`src/rtl/uarch_clr_sequencer.sv`:
```
// Sequencer for the fence.t microarchitectural clear: drains then clears each enabled unit in index order,
// with a per-unit drain watchdog, sticky timeout flags and a one-cycle completion pulse.
module uarch_clr_sequencer #(
    parameter int NUM_UNITS  = 4,
    parameter int CLR_CYCLES = 16,
    parameter int TIMEOUT    = 256
) (
    input  logic                 clk_i,
    input  logic                 rst_i,
    input  logic                 start_i,
    input  logic [NUM_UNITS-1:0] unit_en_i,
    input  logic [NUM_UNITS-1:0] unit_idle_i,
    output logic [NUM_UNITS-1:0] unit_clr_o,
    output logic                 busy_o,
    output logic                 done_o,
    output logic [NUM_UNITS-1:0] timeout_o
);

    localparam int IW      = (NUM_UNITS > 1) ? $clog2(NUM_UNITS) : 1;
    localparam int CNT_MAX = (TIMEOUT > CLR_CYCLES) ? TIMEOUT : CLR_CYCLES;
    localparam int CW      = $clog2(CNT_MAX + 1);
    localparam logic [CW-1:0] DRAIN_LAST = CW'(TIMEOUT - 1);
    localparam logic [CW-1:0] CLEAR_LAST = CW'(CLR_CYCLES - 1);

    typedef enum logic [1:0] {
        ST_IDLE  = 2'd0,
        ST_DRAIN = 2'd1,
        ST_CLEAR = 2'd2,
        ST_DONE  = 2'd3
    } state_t;

    // Lowest set bit of mask at or above 'from'; MSB of the result is the found flag.
    function automatic logic [IW:0] find_unit(input logic [NUM_UNITS-1:0] mask, input int from);
        logic [IW:0] res;
        res = {(IW + 1){1'b0}};
        for (int i = NUM_UNITS - 1; i >= 0; i--) begin
            if ((i >= from) && mask[i]) begin
                res = {1'b1, IW'(i)};
            end
        end
        return res;
    endfunction

    function automatic logic [NUM_UNITS-1:0] unit_onehot(input logic [IW-1:0] sel);
        logic [NUM_UNITS-1:0] oh;
        for (int k = 0; k < NUM_UNITS; k++) begin
            oh[k] = (IW'(k) == sel);
        end
        return oh;
    endfunction

    state_t               state_r;
    logic [NUM_UNITS-1:0] en_r;
    logic [IW-1:0]        idx_r;
    logic [CW-1:0]        cnt_r;
    logic [NUM_UNITS-1:0] clr_r;
    logic                 busy_r;
    logic                 done_r;
    logic [NUM_UNITS-1:0] timeout_r;
    logic [IW:0]          first_s;
    logic [IW:0]          next_s;

    // Candidate units: first one of a new request, and the successor of the unit being cleared.
    always_comb begin
        first_s = find_unit(unit_en_i, 0);
        next_s  = find_unit(en_r, int'(idx_r) + 1);
    end

    // Sequencer FSM; outputs are registered alongside the state they decode from.
    always_ff @(posedge clk_i) begin
        if (rst_i) begin
            state_r   <= ST_IDLE;
            en_r      <= {NUM_UNITS{1'b0}};
            idx_r     <= {IW{1'b0}};
            cnt_r     <= {CW{1'b0}};
            clr_r     <= {NUM_UNITS{1'b0}};
            busy_r    <= 1'b0;
            done_r    <= 1'b0;
            timeout_r <= {NUM_UNITS{1'b0}};
        end else begin
            case (state_r)
                ST_IDLE: begin
                    done_r <= 1'b0;
                    clr_r  <= {NUM_UNITS{1'b0}};
                    if (start_i) begin
                        en_r      <= unit_en_i;
                        timeout_r <= {NUM_UNITS{1'b0}};
                        cnt_r     <= {CW{1'b0}};
                        busy_r    <= 1'b1;
                        if (first_s[IW]) begin
                            state_r <= ST_DRAIN;
                            idx_r   <= first_s[IW-1:0];
                        end else begin
                            state_r <= ST_DONE;
                            done_r  <= 1'b1;
                        end
                    end
                end
                ST_DRAIN: begin
                    // Idle takes priority over a watchdog expiring in the same cycle.
                    if (unit_idle_i[idx_r]) begin
                        state_r <= ST_CLEAR;
                        cnt_r   <= {CW{1'b0}};
                        clr_r   <= unit_onehot(idx_r);
                    end else if (cnt_r == DRAIN_LAST) begin
                        state_r          <= ST_CLEAR;
                        cnt_r            <= {CW{1'b0}};
                        clr_r            <= unit_onehot(idx_r);
                        timeout_r[idx_r] <= 1'b1;
                    end else begin
                        cnt_r <= cnt_r + CW'(1);
                    end
                end
                ST_CLEAR: begin
                    if (cnt_r == CLEAR_LAST) begin
                        cnt_r <= {CW{1'b0}};
                        clr_r <= {NUM_UNITS{1'b0}};
                        if (next_s[IW]) begin
                            state_r <= ST_DRAIN;
                            idx_r   <= next_s[IW-1:0];
                        end else begin
                            state_r <= ST_DONE;
                            done_r  <= 1'b1;
                        end
                    end else begin
                        cnt_r <= cnt_r + CW'(1);
                    end
                end
                ST_DONE: begin
                    state_r <= ST_IDLE;
                    done_r  <= 1'b0;
                    busy_r  <= 1'b0;
                    clr_r   <= {NUM_UNITS{1'b0}};
                end
                default: begin
                    state_r <= ST_IDLE;
                    clr_r   <= {NUM_UNITS{1'b0}};
                    busy_r  <= 1'b0;
                    done_r  <= 1'b0;
                end
            endcase
        end
    end

    assign unit_clr_o = clr_r;
    assign busy_o     = busy_r;
    assign done_o     = done_r;
    assign timeout_o  = timeout_r;

endmodule

```
`config.mk`:
```
export PLATFORM = sky130hd
export DESIGN_NAME = uarch_clr_sequencer
export DESIGN_NICKNAME = d
export VERILOG_FILES = /design/src/rtl/uarch_clr_sequencer.sv
export SDC_FILE = /design/constraint.sdc
export NUM_CORES = 1
export LEC_CHECK = 0
export BUFFER_PORTS_ARGS = -buffer_cell sky130_fd_sc_hd__buf_2
export CORE_AREA = 2 2 56 58
export CTS_CLUSTER_DIAMETER = 150
export DETAILED_ROUTE_END_ITERATION = 6
export DIE_AREA = 0 0 58 60
export GPL_TIMING_DRIVEN = 0
export HOLD_SLACK_MARGIN = 0.15
export PLACE_DENSITY = 0.75
export SLEW_MARGIN = 25
export SYNTH_ARGS = -nofsm -noshare
export SYNTH_HDL_FRONTEND = slang
export SYNTH_SLANG_ARGS = --single-unit
```
`constraint.sdc`:
```
create_clock -name clk_i -period 3 [get_ports clk_i]
set_input_delay 0 -clock clk_i [delete_from_list [all_inputs] [get_ports clk_i]]
set_output_delay 0 -clock clk_i [all_outputs]
set_load 0.005 [all_outputs]
```
==> results.md <==
- Count leader, synth: dfxtp_1
- Ys flop type: dfxtp_1
- Detail Placement HPWL: 2.46 mm
- Crit end category: flop
- Pin count of the biggest net entering global routing: 16
- Mapped Avg Cell Area: a little over 8 um2
- Gates resized, CTS repair: 0
- Final Critical Period: 2540 ps
- Total negative setup slack: 0 ps
- Worst-path maximum fanout: 10
- Most area-hungry cell type in the Yosys netlist: dfxtp_1
- Global route overflow: 0
- Tcrit/Tclk final: 84.7%
- DP Worst Slack: 522 ps
- Slew headroom: 62.6%
- P_leak: slightly above 0.7 nW
- Worst reg-to-reg setup slack: 460 ps
- Post-Synth Adder-Cell Area: ~6.7%
- # setup viols final: 0
- Layout cells sized above 1: 15.9%
- Xor-xnor portion of the synthesized cell area: 0%
- Clock slew at reported path FFs: 150 ps
- Yosys reg bits: 26
- CP peak stage delay: 390 ps
- Avg WL per Cell: 13.8 um
- CP max-delay cell: o32a_1
- Drt pass-1 iters: 4
- Mux share of post-synthesis cell area: 5.61%
- Post-synthesis simple-gate area fraction: 29.5%
- CP cell instances: ha_1 -> nand3_1 -> nor2_1 -> nand3_1 -> inv_1 -> ha_1 -> o32a_1 -> a21boi_1 -> buf_2 -> nand4b_1 -> a31oi_1
- Slew @ Worst Pin: 553 ps
- Num ports: 21
- Netlist cell types: 42
- Die area: 3480 um2
- Initial antenna violation count: 0
- Die Y: 60 um
- Pwr per Cell Area: between 700 and 800 nW/um2
- RePlAce Congestion: 0.881
- CTS H-tree lvls: 1
- DR vias/cell: 5.87
- Crit path launch type: flop
- First-pass GRT wire length: 5.69 mm
- Max-slew violation count: 0
- WP data required: 3270 ps
- Number of max-cap violations: 0
- R2r endpoint: cnt_r[3]
- FFs w/ async S/R, synth: 0%
- Min-Delay Path Class: in2reg
- Ranking of synthesized cells by area: dfxtp_1 35%, ha_1 6.7%, nand2_1 6.0%
- Area growth, synth to finish: 20.4%
- Largest family of logic cells by synthesized area: simple AND/OR/NAND/NOR gates
- Worst Setup SP: cnt_r[0]
- CTS sink count: 26
- 1st-iter DRT viols: 77
- Vias in the first global route: around 1,400
- Site row count: 20
- Final Util: roughly three fifths
- RR Startpoint: cnt_r[0]
- Hold Path Sink: busy_o
- Critical Path Stages: 11
- Diode count: 0
- Post-synth net total: 204
- Core ar.: 2900 um2
- Crit-path leading delay family: compound AO/OA/AOI/OAI gates
- Setup slack after layout: 458 ps
- CP bufs+invs: 2
- Worst reg2reg path depth: 11
- Yosys top cell area share: around a third
- Yosys warns: 0
- RSZ-0062 raised after global routing: no
- Compound-Gate Fraction of Synth Area: between 10% and 20%
- CTS tree: done
- Vias: 1,485
- Critical Path AT: 2810 ps
- Seq/Total Area, Yosys: 34.8%
- Outcome: finished, final reports clean
- Fin nets: 240
- Worst-Skew Late Latency: 330 ps
- Clock Path Buffers: 2
- TritonCTS buffer count: 3
- DR DRC count: 0
- Post-synth EDFFs: 0
- Hold violation total from the final report: 0
- Synthesized area: 1490 um2
- Final wirelength: 3.50 mm
- Hold Path Stages: 5
- Number of fillers in the final layout: 262
- Hold path start: start_i
- Synth cell count leaders: 26 x dfxtp_1, 24 x nand2_1, 19 x nor2_1, 11 x a21oi_1, 11 x nand3_1
- Antenna Nets Post-Route: 0
- Total GRT Usage: 21.4%
- Maximum VDD drop: 0.461 mV
- Initial Utilization: 51.5%
- Clock Skews: 4.89 ps
- Die Wd: 58 um
- Fmax: 393 MHz
- IO Port Bufs: 20
- CTS root buffer: clkbuf_4
- Post-synthesis instance total: 185
- Crit Path Class: reg2reg
[how the worst max path moves through the flow]
stage	endpoint	slack, ps
floorplan	cnt_r[3]	800
global placement	cnt_r[3]	560
detailed placement	cnt_r[3]	520
CTS	cnt_r[3]	480
global route	cnt_r[3]	260
finish	cnt_r[3]	460
[cells in the final DEF (no fill, tap or decap), drive strengths merged, types with 2 or more instances in the layout]
master / instances
nor3: 3
o21ai: 9
and3: 3
clkbuf: 7
or2: 2
nand3b: 4
or3: 3
nor2b: 3
a311oi: 2
nor2: 19
a31oi: 3
nor4: 2
dlygate4sd3: 11
nand2b: 4
nand4b: 2
nor4b: 2
nand3: 11
a22o: 2
a21oi: 11
nand2: 24
a211oi: 2
mux2: 3
dfxtp: 26
o32a: 2
ha: 8
inv: 9
buf: 23
mux2i: 5
o22ai: 2
a21boi: 2
[routing by layer]
metal | routed length [um] | vias to the layer above | global-route usage [%]
met4 | 75 | 0 | 14.6
met5 | 0 | - | 0
li1 | - | 735 | -
met2 | 1700 | 37 | 36.5
met3 | 115 | 10 | 3.03
met1 | 1610 | 703 | 24.8
[report_power, final]
group | internal, mW | leakage (nW) | switching (mW) | total (mW)
Combinational | 0.244 | 0.474 | 0.346 | 0.590
Clock | 0.135 | 0.0279 | 0.112 | 0.248
Sequential | 0.391 | 0.211 | 0.0362 | 0.428
[flip-flops by register name, indices dropped and copies added (netlist names)]
name,flops
idx_r,2
en_r,3
timeout_o,4
state_r,2
busy_o,1
cnt_r,9
unit_clr_o,4
done_o,1
[through the flow]
step           hold slack [ps]  instance area (um2)  std cells  power [mW]
5_1_grt                    280                 1800        253        1.36
4_1_cts                    220                 1800        253        1.26
6_report                   253                 1800        253        1.27
3_5_place_dp               290                 1640        238       0.985
2_1_floorplan              147                 1490        185       0.855
3_3_place_gp               281                 1640        238       0.965
[repair_timing]
item                                   in CTS  in global routing
endpoints found under the hold margin       6                  0
setup buffers                               0                  0
hold buffers                               11                  0
setup endpoints to repair                   0                  0
[layout make-up]
| cell class | count | area, um2 | share of cell area, % |
|---|---|---|---|
| multi-input cells | 143 | 911 | 50.7 |
| flip-flops and latches | 26 | 520 | 28.9 |
| repair buffers | 31 | 210 | 11.7 |
| well taps | 33 | 41.3 | 2.30 |
| inverters | 9 | 33.8 | 1.88 |
| clock inverters | 1 | 30.0 | 1.67 |
| plain buffers | 7 | 28.8 | 1.60 |
| clock buffers | 3 | 22.5 | 1.25 |
[cell families after synthesis]
family                   after synthesis
AND/OR/NAND/NOR                       86
AO/OA/AOI/OAI                         41
flip-flops                            26
buffers and inverters                 16
multiplexers                           8
adder cells (fa/ha/maj)                8
[worst reg2reg max path, delay by kind of cell (launching register included)]
family | cells | cell delay, ps
buffers and inverters | 2 | 300
AO/OA/AOI/OAI | 3 | 820
flip-flops | 1 | 360
adder cells (fa/ha/maj) | 2 | 420
AND/OR/NAND/NOR | 4 | 570
Note: power is estimated with default switching activity, not from simulation.
